[src/rtl/song_sequencer_pkg.sv]
// ---------------------------------------------------------------------------
// song_sequencer_pkg
// Shared definitions for the song sequencer:
//   - sequencer state encoding
//   - menu "in-game" code and the special note codes (end marker, silence)
//   - song ROM geometry and entry layout {dur[3:0], note[3:0]}
//   - song_rom_init(): the ROM init table (4 songs x 64 entries)
// ---------------------------------------------------------------------------
package song_sequencer_pkg;

  typedef enum logic [1:0] {
    ST_IDLE    = 2'd0,
    ST_COUNTIN = 2'd1,
    ST_PLAY    = 2'd2,
    ST_DONE    = 2'd3
  } seq_state_e;

  localparam logic [2:0] IN_GAME   = 3'b111;
  localparam logic [3:0] NOTE_END  = 4'hF;
  localparam logic [3:0] NOTE_NONE = 4'h0;

  localparam int DUR_W   = 4;
  localparam int NOTE_W  = 4;
  localparam int SONG_W  = 2;
  localparam int PTR_W   = 6;
  localparam int ADDR_W  = SONG_W + PTR_W;
  localparam int ENTRY_W = DUR_W + NOTE_W;

  typedef struct packed {
    logic [DUR_W-1:0]  dur;
    logic [NOTE_W-1:0] note;
  } rom_entry_t;

  // ROM init table. Unlisted entries hold the end marker, so every song
  // terminates even if its listed part is short.
  //   song 0 : {2,C} {1,E} end
  //   song 1 : short melody, includes a dur=0 entry
  //   song 2 : 64 entries without a marker (exercises pointer wrap)
  //   song 3 : empty (marker at entry 0)
  function automatic rom_entry_t song_rom_init(input logic [ADDR_W-1:0] addr);
    rom_entry_t  e;
    int unsigned idx_v;
    idx_v = {26'd0, addr[PTR_W-1:0]};
    e     = rom_entry_t'({4'h0, NOTE_END});
    case (addr[ADDR_W-1:PTR_W])
      2'd0: begin
        case (addr[PTR_W-1:0])
          6'd0:    e = rom_entry_t'(8'h21);
          6'd1:    e = rom_entry_t'(8'h13);
          default: e = rom_entry_t'({4'h0, NOTE_END});
        endcase
      end
      2'd1: begin
        case (addr[PTR_W-1:0])
          6'd0:    e = rom_entry_t'(8'h15);
          6'd1:    e = rom_entry_t'(8'h06);
          6'd2:    e = rom_entry_t'(8'h38);
          6'd3:    e = rom_entry_t'(8'h1A);
          6'd4:    e = rom_entry_t'(8'h22);
          6'd5:    e = rom_entry_t'(8'h1C);
          6'd6:    e = rom_entry_t'(8'h24);
          default: e = rom_entry_t'({4'h0, NOTE_END});
        endcase
      end
      2'd2: begin
        // Notes 1..12 only, so no entry of this song is ever a marker.
        e.dur  = DUR_W'(idx_v % 32'd3);
        e.note = NOTE_W'((idx_v % 32'd12) + 32'd1);
      end
      default: e = rom_entry_t'({4'h0, NOTE_END});
    endcase
    return e;
  endfunction

endpackage

[src/rtl/song_sequencer_rom.sv]
// ---------------------------------------------------------------------------
// song_rom
// 256 x 8 synchronous-read song ROM, contents from song_rom_init().
// Ports:
//   clk  in  1  rising-edge clock
//   addr in  8  {song[1:0], ptr[5:0]}
//   data out 8  {dur[3:0], note[3:0]} of the address presented last cycle
// ---------------------------------------------------------------------------
module song_rom
  import song_sequencer_pkg::*;
(
  input  logic               clk,
  input  logic [ADDR_W-1:0]  addr,
  output logic [ENTRY_W-1:0] data
);

  logic [ENTRY_W-1:0] data_q;

  // Registered read port: one cycle of latency.
  always_ff @(posedge clk) begin
    data_q <= song_rom_init(addr);
  end

  assign data = data_q;

endmodule

[src/rtl/song_sequencer.sv]
// ---------------------------------------------------------------------------
// song_sequencer
// Plays one of four ROM songs: a silent count-in, then each ROM entry is
// shown on note/note_valid for its duration in beats, until an end marker
// or pointer wrap finishes the song.
// Parameters:
//   BEAT_DIV       clk cycles per beat (min 2)
//   COUNTIN_BEATS  silent beats before the first note (0 allowed)
// Ports:
//   clk         in   1  clock, rising edge
//   reset_n     in   1  synchronous active-low reset
//   start       in   1  song start request pulse (restarts when busy)
//   song        in   2  song index, sampled with start
//   menu_state  in   3  menu controller state, 3'b111 = in-game
//   tempo       in   2  only with SEQ_TEMPO_SCALE_EN: beat = BEAT_DIV>>tempo
//   note        out  4  current note, 0 when none
//   note_valid  out  1  note active
//   beat        out  1  pulse on each beat boundary
//   done        out  1  song finished (held until menu leaves in-game)
// Optional feature macro: SEQ_TEMPO_SCALE_EN
// ---------------------------------------------------------------------------
module song_sequencer
  import song_sequencer_pkg::*;
#(
  parameter int BEAT_DIV      = 6250000,
  parameter int COUNTIN_BEATS = 4
) (
  input  logic              clk,
  input  logic              reset_n,
  input  logic              start,
  input  logic [SONG_W-1:0] song,
  input  logic [2:0]        menu_state,
`ifdef SEQ_TEMPO_SCALE_EN
  input  logic [1:0]        tempo,
`endif
  output logic [NOTE_W-1:0] note,
  output logic              note_valid,
  output logic              beat,
  output logic              done
);

  localparam int               CNT_W    = (BEAT_DIV > 2) ? $clog2(BEAT_DIV) : 1;
  localparam logic [CNT_W-1:0] CNT_MAX  = CNT_W'(BEAT_DIV - 1);
  localparam logic [CNT_W-1:0] CNT_ONE  = CNT_W'(1);
  localparam int               CB_W     = (COUNTIN_BEATS > 2) ? $clog2(COUNTIN_BEATS) : 1;
  localparam logic [CB_W-1:0]  CB_LAST  = (COUNTIN_BEATS > 0) ? CB_W'(COUNTIN_BEATS - 1) : CB_W'(0);
  localparam logic [CB_W-1:0]  CB_ONE   = CB_W'(1);
  localparam bit               CI_ZERO  = (COUNTIN_BEATS == 0);
  localparam logic [PTR_W-1:0] PTR_LAST = {PTR_W{1'b1}};
  localparam logic [PTR_W-1:0] PTR_ONE  = PTR_W'(1);
  localparam logic [DUR_W-1:0] DUR_ONE  = DUR_W'(1);

  seq_state_e        state_q, state_d;
  logic [SONG_W-1:0] song_q, song_d;
  logic [PTR_W-1:0]  ptr_q, ptr_d;
  logic [CNT_W-1:0]  cnt_q, cnt_d;
  logic [CB_W-1:0]   cbeat_q, cbeat_d;
  logic [DUR_W-1:0]  left_q, left_d;
  logic              last_q, last_d;
  logic [NOTE_W-1:0] note_q, note_d;
  logic              valid_q, valid_d;
  logic              beat_q, beat_d;
  logic              done_q, done_d;

  logic [CNT_W-1:0]   cnt_max_s;
  logic [CNT_W-1:0]   cnt_next_s;
  logic               wrap_s;
  logic               load_s;
  logic               finish_s;
  logic               running_s;
  logic [ADDR_W-1:0]  rom_addr_s;
  logic [ENTRY_W-1:0] rom_data_s;
  rom_entry_t         rom_entry_s;

`ifdef SEQ_TEMPO_SCALE_EN
  logic [CNT_W-1:0] cnt_max_q, cnt_max_d;

  // Last counter value of a beat at the given tempo; never below one cycle.
  function automatic logic [CNT_W-1:0] tempo_max(input logic [1:0] t);
    int len;
    len = BEAT_DIV >> t;
    if (len < 1) begin
      len = 1;
    end else begin
      len = len;
    end
    return CNT_W'(len - 1);
  endfunction

  assign cnt_max_s = cnt_max_q;
`else
  assign cnt_max_s = CNT_MAX;
`endif

  // The ROM is addressed with next-cycle values so its output always matches
  // the registered song/pointer; an entry can be consumed the cycle after
  // start or after the pointer advances.
  assign rom_addr_s  = {song_d, ptr_d};
  assign rom_entry_s = rom_entry_t'(rom_data_s);

  song_rom u_rom (
    .clk  (clk),
    .addr (rom_addr_s),
    .data (rom_data_s)
  );

  assign wrap_s     = (cnt_q >= cnt_max_s);
  assign cnt_next_s = wrap_s ? CNT_W'(0) : (cnt_q + CNT_ONE);
  assign running_s  = (state_q == ST_COUNTIN) || (state_q == ST_PLAY);

  // Next-state and next-output computation for the sequencer.
  always_comb begin
    state_d  = state_q;
    song_d   = song_q;
    ptr_d    = ptr_q;
    cnt_d    = cnt_q;
    cbeat_d  = cbeat_q;
    left_d   = left_q;
    last_d   = last_q;
    note_d   = note_q;
    valid_d  = valid_q;
    beat_d   = 1'b0;
    done_d   = done_q;
    load_s   = 1'b0;
    finish_s = 1'b0;
`ifdef SEQ_TEMPO_SCALE_EN
    cnt_max_d = cnt_max_q;
`endif

    case (state_q)
      ST_IDLE: begin
        note_d  = NOTE_NONE;
        valid_d = 1'b0;
        done_d  = 1'b0;
      end
      ST_COUNTIN: begin
        cnt_d  = cnt_next_s;
        beat_d = wrap_s;
        if (CI_ZERO) begin
          // No count-in: go straight to the first entry and start the
          // beat grid fresh from it.
          cnt_d  = CNT_W'(0);
          beat_d = 1'b0;
          load_s = 1'b1;
        end else if (wrap_s) begin
          if (cbeat_q == CB_LAST) begin
            load_s = 1'b1;
          end else begin
            cbeat_d = cbeat_q + CB_ONE;
          end
        end else begin
          cbeat_d = cbeat_q;
        end
      end
      ST_PLAY: begin
        cnt_d  = cnt_next_s;
        beat_d = wrap_s;
        if (wrap_s) begin
          if (left_q <= DUR_ONE) begin
            // Entry 63 was already consumed: the pointer wrapped, song over.
            if (last_q) begin
              finish_s = 1'b1;
            end else begin
              load_s = 1'b1;
            end
          end else begin
            left_d = left_q - DUR_ONE;
          end
        end else begin
          left_d = left_q;
        end
      end
      ST_DONE: begin
        if (menu_state != IN_GAME) begin
          state_d = ST_IDLE;
          done_d  = 1'b0;
        end else begin
          done_d  = 1'b1;
        end
      end
      default: begin
        state_d = ST_IDLE;
      end
    endcase

`ifdef SEQ_TEMPO_SCALE_EN
    if (running_s && wrap_s) begin
      cnt_max_d = tempo_max(tempo);
    end else begin
      cnt_max_d = cnt_max_q;
    end
`endif

    // Consume the ROM entry at ptr_q; the pointer moves on immediately so the
    // next entry is fetched while this one plays.
    if (load_s) begin
      if (rom_entry_s.note == NOTE_END) begin
        finish_s = 1'b1;
      end else begin
        state_d = ST_PLAY;
        note_d  = rom_entry_s.note;
        valid_d = 1'b1;
        left_d  = (rom_entry_s.dur == DUR_W'(0)) ? DUR_ONE : rom_entry_s.dur;
        last_d  = (ptr_q == PTR_LAST);
        ptr_d   = ptr_q + PTR_ONE;
      end
    end else begin
      ptr_d = ptr_d;
    end

    if (finish_s) begin
      state_d = ST_DONE;
      note_d  = NOTE_NONE;
      valid_d = 1'b0;
      done_d  = 1'b1;
    end else begin
      done_d = done_d;
    end

    // Leaving the game mid-song abandons it silently.
    if (running_s && (menu_state != IN_GAME)) begin
      state_d = ST_IDLE;
      note_d  = NOTE_NONE;
      valid_d = 1'b0;
      beat_d  = 1'b0;
      done_d  = 1'b0;
      cnt_d   = CNT_W'(0);
    end else begin
      state_d = state_d;
    end

    // start has the highest priority of all inputs except reset.
    if (start) begin
      state_d = ST_COUNTIN;
      song_d  = song;
      ptr_d   = PTR_W'(0);
      cnt_d   = CNT_W'(0);
      cbeat_d = CB_W'(0);
      left_d  = DUR_W'(0);
      last_d  = 1'b0;
      note_d  = NOTE_NONE;
      valid_d = 1'b0;
      beat_d  = 1'b0;
      done_d  = 1'b0;
`ifdef SEQ_TEMPO_SCALE_EN
      cnt_max_d = tempo_max(tempo);
`endif
    end else begin
      song_d = song_q;
    end
  end

  // State and output registers with synchronous active-low reset.
  always_ff @(posedge clk) begin
    if (!reset_n) begin
      state_q <= ST_IDLE;
      song_q  <= SONG_W'(0);
      ptr_q   <= PTR_W'(0);
      cnt_q   <= CNT_W'(0);
      cbeat_q <= CB_W'(0);
      left_q  <= DUR_W'(0);
      last_q  <= 1'b0;
      note_q  <= NOTE_NONE;
      valid_q <= 1'b0;
      beat_q  <= 1'b0;
      done_q  <= 1'b0;
`ifdef SEQ_TEMPO_SCALE_EN
      cnt_max_q <= CNT_MAX;
`endif
    end else begin
      state_q <= state_d;
      song_q  <= song_d;
      ptr_q   <= ptr_d;
      cnt_q   <= cnt_d;
      cbeat_q <= cbeat_d;
      left_q  <= left_d;
      last_q  <= last_d;
      note_q  <= note_d;
      valid_q <= valid_d;
      beat_q  <= beat_d;
      done_q  <= done_d;
`ifdef SEQ_TEMPO_SCALE_EN
      cnt_max_q <= cnt_max_d;
`endif
    end
  end

  assign note       = note_q;
  assign note_valid = valid_q;
  assign beat       = beat_q;
  assign done       = done_q;

endmodule

[config.mk]
export PLATFORM = sky130hd
export DESIGN_NAME = song_sequencer
export DESIGN_NICKNAME = d
export VERILOG_FILES = /design/src/rtl/song_sequencer_pkg.sv /design/src/rtl/song_sequencer_rom.sv /design/src/rtl/song_sequencer.sv
export SDC_FILE = /design/constraint.sdc
export NUM_CORES = 1
export LEC_CHECK = 0
export CAP_MARGIN = 10
export CELL_PAD_IN_SITES_DETAIL_PLACEMENT = 0
export CELL_PAD_IN_SITES_GLOBAL_PLACEMENT = 2
export CORE_AREA = 2 2 101 103
export DETAILED_ROUTE_END_ITERATION = 8
export DIE_AREA = 0 0 103 105
export PLACE_DENSITY = 0.86
export SLEW_MARGIN = 20
export SYNTH_ARGS = -nofsm -noshare
export SYNTH_HDL_FRONTEND = slang
export SYNTH_SLANG_ARGS = --single-unit
[constraint.sdc]
create_clock -name clk -period 10.7 [get_ports clk]
set_input_delay 2.14 -clock clk [delete_from_list [all_inputs] [get_ports clk]]
set_output_delay 2.14 -clock clk [all_outputs]
set_load 0.02 [all_outputs]
; After elaboration in Yosys (flattened, before gate mapping)
; Index checks and enable logic that the tools add are counted.
[word_totals]
input_bits = 8
regBits = 55
mem_bits_ro = 0
ramBits = 0
latchBits = 0
memories = 0
wordCells = 97
[op_classes]
shift = 0
n_bitwise = 4
div = 2
n_eq_ne = 15
reduce_logical = 14
order_cmp = 2
n_mux = 42
mul = 0
addsub = 5
[op_table]
columns = operator, count
row1 = one-hot mux 6 bit (7 select lines), 1
row2 = 2-to-1 mux 4 bit, 9
row3 = "remainder unit 6 x 2 -> 32 bit, second input constant", 1
row4 = "remainder unit 6 x 4 -> 32 bit, second input constant", 1
row5 = one-hot mux 8 bit (3 select lines), 1
row6 = "adder 23 x 1 -> 23 bit, second input constant", 1
row7 = "greater-or-equal comparator 23 bit, second input constant", 1
row8 = 2-to-1 mux 23 bit, 1
row9 = "equality test 6 x 3 -> 1 bit, second input constant", 3
row10 = 2-to-1 mux 1 bit, 18
row11 = 2-to-1 mux 6 bit, 3
row12 = "equality test 6 x 2 -> 1 bit, second input constant", 2
row13 = 2-to-1 mux 2 bit, 6
row14 = one-hot mux 6 bit (2 select lines), 1
row15 = "equality test 2 bit, second input constant", 4
row16 = OR reduction 4 bit, 2
row17 = "adder 6 x 1 -> 6 bit, second input constant", 1
row18 = "equality test 6 x 1 -> 1 bit, second input constant", 1
row19 = "equality test 6 bit, second input constant", 1
row20 = logical NOT 6 bit, 1
row21 = "adder 4 x 1 -> 4 bit, second input constant", 1
row22 = "equality test 2 x 1 -> 1 bit, second input constant", 2
row23 = "equality test 4 bit, second input constant", 1
row24 = "less-or-equal comparator 4 x 1 -> 1 bit, second input constant", 1
row25 = other kinds (14), 20

; Depth between registers and ports, before layout
; Gate-level depths: netlist of run 1.
[logic_depth]
word_depth = 9
mapped_depth = 27
ltp_nobuf = 26

; Hierarchy
; A second synthesis of run 1 with hierarchy kept.
[unflattened]
hier_cells = 410
hier_area_um2 = 3523.4
[modules_own_cells]
columns = module, area_per_inst_um2, seq_area_each_um2, cells_per_inst, n_inst
row1 = song_sequencer, 2519.9, 940.9, 288, 1
row2 = song_rom, 1003.5, 160.2, 122, 1

; Worst setup path after synthesis of run 1
; Ideal clock, no wire load.
[synth_path]
path_kind = input port to flip-flop
from = input start
to = register u_rom.data_q[5], in the netlist u_rom.data[5]
setup_ps = 123
t_arrival_ps = 6315
slack_ps = 4261
path_buffers = 3
stages = 20
cell_sequence = clkbuf_1 -> buf_1 -> nor2_1 -> ha_1 -> nand2b_1 -> nor2_1 -> o21ai_0 -> o32ai_1 -> a311o_1 -> ha_1 -> clkbuf_1 -> nor3_1 -> xnor2_1 -> ha_1 -> a2111o_1 -> xnor2_1 -> ha_1 -> a2111oi_2 -> mux2i_1 -> o22ai_1
[synth_between]
elab_chain_len = 4
[synth_lines]
columns = element, line
row1 = "start, declared", song_sequencer.sv:30  ; input logic start,
row2 = branches (longest 3 deep; another with remainder unit 6 x 2 -> 32 bit), --
row3 = one-hot mux 8 bit (3 select lines) *, song_sequencer_pkg.sv:45  ; case (addr[ADDR_W-1:PTR_W])
row4 = "end signal, assigned", song_sequencer_rom.sv:21  ; data_q <= song_rom_init(addr);
row5 = "end, declared", song_sequencer_rom.sv:17  ; logic [ENTRY_W-1:0] data_q;
; Mark *: on every way between the ends.
; A chain may end at the register's enable or synchronous reset.

; Worst setup path after layout of run 1
[layout_path]
from = input start
to = register u_rom.data_q[6], in the netlist u_rom.data[6]
[layout_between]
elab_chain_len = 3
[layout_lines]
columns = element, line
row1 = 2-to-1 mux 6 bit, song_sequencer.sv:233  ; if (start) begin
row2 = net ptr_d[2], song_sequencer.sv:55  ; logic [PTR_W-1:0] ptr_q, ptr_d;
row3 = remainder unit 6 x 2 -> 32 bit, song_sequencer_pkg.sv:67  ; e.dur = DUR_W'(idx_v % 32'd3);
row4 = one-hot mux 8 bit (3 select lines), song_sequencer_pkg.sv:45
; The timed path passes the listed nets, and every way through them passes these cells.

==> impl_metrics.py, run 1 <==
metrics = {
    "status": {
        "status": "completed",
    },
    "floorplanning": {
        "start_util_pct": 39.2,
        "io_pins": 15,
        "die-area_sq_mm": 0.0108,
        "core_area_sq_mm": 0.00964,
        "die_w_um": 103,
        "dieHeight_um": 105,
        "rows": 36,
    },
    "place": {
        "place_congestion": 0.887,
        "hpwl_mm": 6.97,
        "dp.cells": 598,
        "io_buffer_count": 14,
    },
    "critical_path": {
        "r2r_setup_slack_ps": 3860,
        "rr_worst_depth": 25,
        "worst_ep_arrival_time_ps": 7130,
        "worst_r2r_startpoint": "state_q[0]",
        "crit_path_end_kind": "flop",
        "critPathMaxFanout": 25,
        "crit_start": "start",
        "required_ps": 10880,
        "worstReg2RegEnd": "u_rom.data[6]",
        "path_class": "in2reg",
        "cp-start-kind": "input pin",
    },
    "final_layout": {
        "nets": 498,
        "fin_util_pct": 42.9,
        "drive_gt1_share_pct": 6.98,
        "layout_commonest_cell": "nor2_1",
        "final_cell_mix": "nor2_1, dfxtp_1, nand2_1",
        "post_layout_nonfiller_instances": 606,
        "area_delta_synth_final_pct": 9.36,
        "diodes": 0,
    },
    "timing": {
        "fin_crit_ps": 6960,
        "fin_worst_skew_ps": 6.25,
        "maxSlewHeadroom_pct": 46.5,
        "timing.setup.tns_ps": 0,
        "worst_pin_slew_ps": 796,
        "finalMaxSlewViolations": 0,
        "post-route-period-util_pct": 65.0,
        "setup_viol": 0,
        "hold_ws_ps": 482,
        "finalHoldViolCount": 0,
        "rsz0062_at_grt": "false",
        "max_freq_ghz": 0.144,
    },
    "synthesis": {
        "syn_area_per_cell_sq_um": 8.20,
        "synth_warnings": 0,
        "syn_inst": 461,
        "synthTopCellsByArea": "dfxtp_1, nor2_1, ha_1, nand2_1, xnor2_1",
        "synth_top_area_share_pct": 29.1,
        "async_reset_ff_share_pct": 0,
        "ys_types": 77,
        "syn_nets": 487,
        "yosysSeqAreaShare_pct": 29.1,
        "ys_ff_latch": 55,
        "synth-edff-count": 0,
        "yosysTopAreaCell": "dfxtp_1",
        "synth_area_sq_mm": 0.00378,
        "synth_ff_type": "dfxtp_1",
    },
    "clock_network": {
        "clockBufferDepth": 2,
        "htreeDepth": 2,
        "ctsRootBufferMaster": "clkbuf_8",
        "postCtsSetupBuffers": 0,
        "clk_latency_ps": 310,
        "cts.clk_slew.worst_paths_ps": 100,
        "cts.repair.resized": 0,
        "cts_sinks": 55,
        "tritoncts.num_buffers": 5,
        "cts_tree": "built",
        "hold_buffers": 0,
    },
    "global_route": {
        "antenna_found_initial": 0,
        "first_global_vias": 3199,
        "gr-total-overflow": 0,
        "grtUsageTotal_pct": 18.0,
        "grt_pass1_wl_mm": 15.9,
        "use_met1_pct": 26.4,
        "grtUsageMet2_pct": 26.6,
        "grt_max_degree": 26,
        "grt-busiest-layer": "met2",
        "use_met3_pct": 3.61,
    },
    "pwr": {
        "swShare_pct": 23.9,
        "power_frac_comb_pct": 6.2,
        "pwr_density_cell_mw_per_mm2": 83.3,
        "pwr-share-clk_pct": 32.7,
        "internal_power_w": 0.000262,
        "p_leak_nw": 1.40,
        "totalPowerFinal_w": 0.000344,
        "p_switching_w": 0.0000824,
        "ir_worst_vdd_mv": 0.0478,
        "power_frac_seq_pct": 61.1,
    },
    "drt": {
        "via_per_inst": 5.57,
        "wirelength_mm": 9.38,
        "drtAntennaViolNets": 0,
        "detail_route.wl_per_cell_um": 15.5,
        "first_pass_iters": 5,
        "drtIter0Drc": 246,
        "dr_total_vias": 3378,
        "drc_errors": 0,
    },
    "worst_hold_path": {
        "holdPathEnd": "note_valid",
        "holdPathStages": 2,
        "hp-class": "reg2reg",
        "min-delay-start": "note_valid",
    },
    "run": {
        "maxCapViolations": 0,
    },
}
[layout make-up]
| type | count | area, sq um |
|---|---|---|
| multi-input cells | 379 | 2580 |
| repair buffers | 16 | 155 |
| fillers | 996 | 5500 |
| clock buffers | 7 | 76.3 |
| well taps | 133 | 166 |
| clock inverters | 1 | 5.00 |
| inverters | 15 | 56.3 |
| flip-flops and latches | 55 | 1100 |
[power by group through the flow]
stage | sequential (W) | combinational [W] | clock [W]
detailed placement | 0.000215 | 0.0000215 | 0
global placement | 0.000215 | 0.0000214 | 0
finish | 0.000210 | 0.0000214 | 0.000113
global route | 0.000211 | 0.0000235 | 0.000126
floorplan | 0.000214 | 0.0000139 | 0
CTS | 0.000210 | 0.0000216 | 0.000117
[sequential cells by signal, summed over array words and instances (netlist names), 2 cells and up]
register    flops
state_q         2
left_q          4
cnt_q          23
note            4
ptr_q           6
u_rom.data      8
song_q          2
cbeat_q         2
[routing by layer]
metal,part of all wire [%],vias up,routed length (um)
li1,-,1712,-
met1,52,1574,4840
met2,43,81,4020
met3,4.2,11,396
met4,1.3,0,123
met5,0,-,0
[cell usage after synthesis, types with 4 or more instances]
cell type  instances
xor2_1            16
dfxtp_1           55
ha_1              18
o21ai_0           19
and2_1             8
and3_1             7
nor2_1            64
nand4_1            6
nand2b_1          11
nor2b_1            8
nand2_1           40
o211ai_1           5
nand3_1           15
o21a_1             4
o221a_2            4
clkbuf_1          10
and4_1             4
a21o_1             4
inv_1             15
nor3_1            14
xnor2_1           16
or3_1              5
o31ai_1            7
a21boi_0           4
mux2i_1            7
a211oi_1           5
a21oi_1           19
[cells by family after synthesis]
group | Yosys count | synth area share, %
fa+ha+maj | 18 | 5.95
xor+xnor | 32 | 7.41
mux | 8 | 2.15
simple gates | 201 | 27.6
compound gates | 120 | 25.0
buf+inv | 27 | 2.78
flops | 55 | 29.1
[through the flow]
step | setup slack [ps] | area [sq um]
2_1_floorplan | 4260 | 3780
5_1_grt | 3210 | 4140
3_5_place_dp | 3490 | 4060
3_3_place_gp | 3640 | 4060
6_report | 3740 | 4140
4_1_cts | 3810 | 4140
[how the worst max path moves through the flow]
| stage | to | slack [ps] | cells past startpoint |
|---|---|---|---|
| final | u_rom.data[6] | 3740 | 18 |
| after global routing | u_rom.data[6] | 3210 | 24 |
| after CTS | u_rom.data[5] | 3810 | 19 |
| after detailed placement | u_rom.data[5] | 3490 | 19 |
| after global placement | u_rom.data[5] | 3640 | 19 |
| after floorplan | u_rom.data[5] | 4260 | 20 |
[worst max-delay path, cell delays in order]
cell             delay (ps)
clkdlybuf4s50_1         450
buf_4                   290
nor3b_1                 100
nand3_1                 120
nor2_1                   60
nor4_2                  720
inv_1                   270
ha_1                    400
nor3_1                  490
xnor2_1                 230
ha_1                    360
inv_1                   100
a2111oi_0               370
a22o_1                  190
a211oi_1                 50
a2bb2oi_1               270
a2111oi_2               110
o31ai_1                 400
No activity file was read; power rests on OpenSTA's default activity.
==> inputs of run 2 (changes only) <==
--- a/config.mk
+++ b/config.mk
@@ -8,10 +8,10 @@
 export CAP_MARGIN = 10
 export CELL_PAD_IN_SITES_DETAIL_PLACEMENT = 0
 export CELL_PAD_IN_SITES_GLOBAL_PLACEMENT = 2
-export CORE_AREA = 2 2 101 103
+export CORE_AREA = 2 2 109 111
 export DETAILED_ROUTE_END_ITERATION = 8
-export DIE_AREA = 0 0 103 105
-export PLACE_DENSITY = 0.86
+export DIE_AREA = 0 0 111 113
+export PLACE_DENSITY = 0.78
 export SLEW_MARGIN = 20
 export SYNTH_ARGS = -nofsm -noshare
 export SYNTH_HDL_FRONTEND = slang
==> constraint.sdc (replaced) <==
create_clock -name clk -period 6 [get_ports clk]
set_input_delay 1.2 -clock clk [delete_from_list [all_inputs] [get_ports clk]]
set_output_delay 1.2 -clock clk [all_outputs]
set_load 0.02 [all_outputs]
==> run 2 against run 1 <==
  * Clock-buffer cell count increased by 1
  * Clock skew down 0.66 ps
  * Worst hold slack improved by 0.87 ps
  * Die area grew 16%
  * Routed wire length increased by 3.7%
  * Global-route usage is 2.2 points lower
  * Clock power rose to 2.7 times the previous value
  * Combinational power is 87% higher
  * Critical path type is now reg2reg
==> impl_metrics.py, run 2 (same netlist as run 1, synthesis figures left out) <==
metrics = {
    "clock_network": {
        "cts.clk_slew.worst_paths_ps": 70,
        "cts_sinks": 55,
        "hold_buffers": 0,
        "tritoncts.num_buffers": 5,
        "clockBufferDepth": 2,
        "clk_latency_ps": 290,
        "cts_tree": "built",
        "htreeDepth": 2,
        "ctsRootBufferMaster": "clkbuf_16",
    },
    "timing": {
        "setup_viol": 0,
        "fin_crit_ps": 5580,
        "fin_worst_skew_ps": 5.59,
        "finalMaxSlewViolations": 0,
        "maxSlewHeadroom_pct": 47.8,
        "setup_slack_ps": 421,
        "worst_pin_slew_ps": 781,
        "finalHoldViolCount": 0,
        "max_freq_ghz": 0.179,
        "post-route-period-util_pct": 93.0,
    },
    "place": {
        "hpwl_mm": 7.28,
        "dp_slack_ps": 167,
        "io_buffer_count": 14,
        "place_congestion": 0.857,
        "dp.cells": 618,
        "dpl-instance-area_sq_mm": 0.00414,
    },
    "final_layout": {
        "final_cell_mix": "nor2_1, dfxtp_1, nand2_1",
        "post_layout_nonfiller_instances": 627,
        "final_area_sq_mm": 0.00438,
        "largest-register": "cnt_q",
        "largest_reg_flops": 23,
        "area_delta_synth_final_pct": 15.9,
        "nets": 509,
        "multi_input_area_sq_mm": 0.00265,
        "diodes": 0,
        "fin_util_pct": 38.9,
        "register_area_sq_mm": 0.00110,
        "layout_commonest_cell": "nor2_1",
        "drive_gt1_share_pct": 11.2,
        "fill_cells": 1166,
    },
    "drt": {
        "wirelength_mm": 9.73,
        "first_pass_iters": 5,
        "drtIter0Drc": 209,
        "drc_errors": 0,
        "drtAntennaViolNets": 0,
        "dr_total_vias": 3441,
        "via_per_inst": 5.49,
        "detail_route.wl_per_cell_um": 15.5,
    },
    "status": {
        "status": "completed",
    },
    "global_route": {
        "antenna_found_initial": 0,
        "grt-busiest-layer": "met2",
        "first_global_vias": 3186,
        "use_met1_pct": 23.0,
        "gr-total-overflow": 0,
        "grt_max_degree": 23,
        "grtUsageTotal_pct": 15.9,
        "use_met3_pct": 2.25,
        "grt_pass1_wl_mm": 16.4,
        "grtUsageMet2_pct": 24.0,
    },
    "floorplanning": {
        "io_pins": 15,
        "core_area_sq_mm": 0.0113,
        "dieHeight_um": 113,
        "rows": 39,
        "start_util_pct": 33.6,
        "die_w_um": 111,
        "die-area_sq_mm": 0.0125,
    },
    "critical_path": {
        "cp-start-kind": "flop",
        "path_class": "reg2reg",
        "worst_ep_arrival_time_ps": 5740,
        "crit_path_end_kind": "flop",
        "required_ps": 6160,
        "critPathMaxFanout": 12,
    },
    "run": {
        "maxCapViolations": 0,
    },
    "worst_hold_path": {
        "hp-class": "reg2reg",
    },
    "pwr": {
        "p_leak_nw": 1.50,
        "pwr_density_cell_mw_per_mm2": 164,
        "ir_worst_vdd_mv": 0.0991,
    },
}
## run 2: changes by cell type in the layout (fill, tap and decap cells not counted), sizes merged
| cell | previous run | this run |
|---|---|---|
| buf | 2 | 13 |
| clkbuf | 7 | 8 |
| clkinv | 1 | 0 |
## run 2: layer usage
layer,wire length [um],share of wire [%]
met3,299,3.1
met5,0,0
met1,4980,51
met2,4280,44
met4,173,1.8
## run 2: cell type report
type	instances	share of cell area [%]
Tap cell	143	4.08
Timing Repair Buffer	27	5.42
Inverter	15	1.28
Clock buffer	8	3.57
Sequential cell	55	25.1
Multi-Input combinational cell	379	60.5
## run 2: what timing repair did
item                       in CTS  in global routing
setup endpoints to repair       0                  4
gates resized for setup         0                 13
buffers inserted                0                  1
## run 2: per-stage QoR
step,total power (W),TNS (ps),hold WS [ps]
3_5_place_dp,0.000422,0,481
4_1_cts,0.000731,0,491
6_report,0.000720,0,483
5_1_grt,0.000753,-15.1,527
3_3_place_gp,0.000423,0,467
2_1_floorplan,0.000406,0,462
## run 2: worst max-delay path: stages (launching register included)
cell       delay [ps]
dfxtp_1           410
ha_1              270
a21oi_1            60
o211ai_1          370
and3_2            440
o21ai_0           200
nor2_2            160
nor2_1             60
ha_2              310
nor2b_1           180
nand2_1           120
a31o_2            260
o311a_1           120
o211ai_1          140
a21oi_1           150
nor3_2            290
xnor2_2           140
ha_2              240
inv_1              80
a2111oi_0          50
a22o_1            230
a211oi_1          250
a2bb2oi_2         140
a2111o_1          450
a32oi_1           210
o31ai_1           120
## run 2: worst paths after layout
check / from / to / slack [ps] / cells after the start
max: cnt_q[0] / u_rom.data[4] / 420 / 25
max reg2reg: cnt_q[0] / u_rom.data[4] / 420 / 25
min reg2reg: note_valid / note_valid / 480 / 2
min: note_valid / note_valid / 480 / 2
## run 2: where the power goes
part / leakage, nW / switching [W] / internal (W)
combinational: 0.980 / 0.0000243 / 0.0000157
clock: 0.0772 / 0.000127 / 0.000178
sequential: 0.445 / 0.00000401 / 0.000370
total: 1.50 / 0.000156 / 0.000564
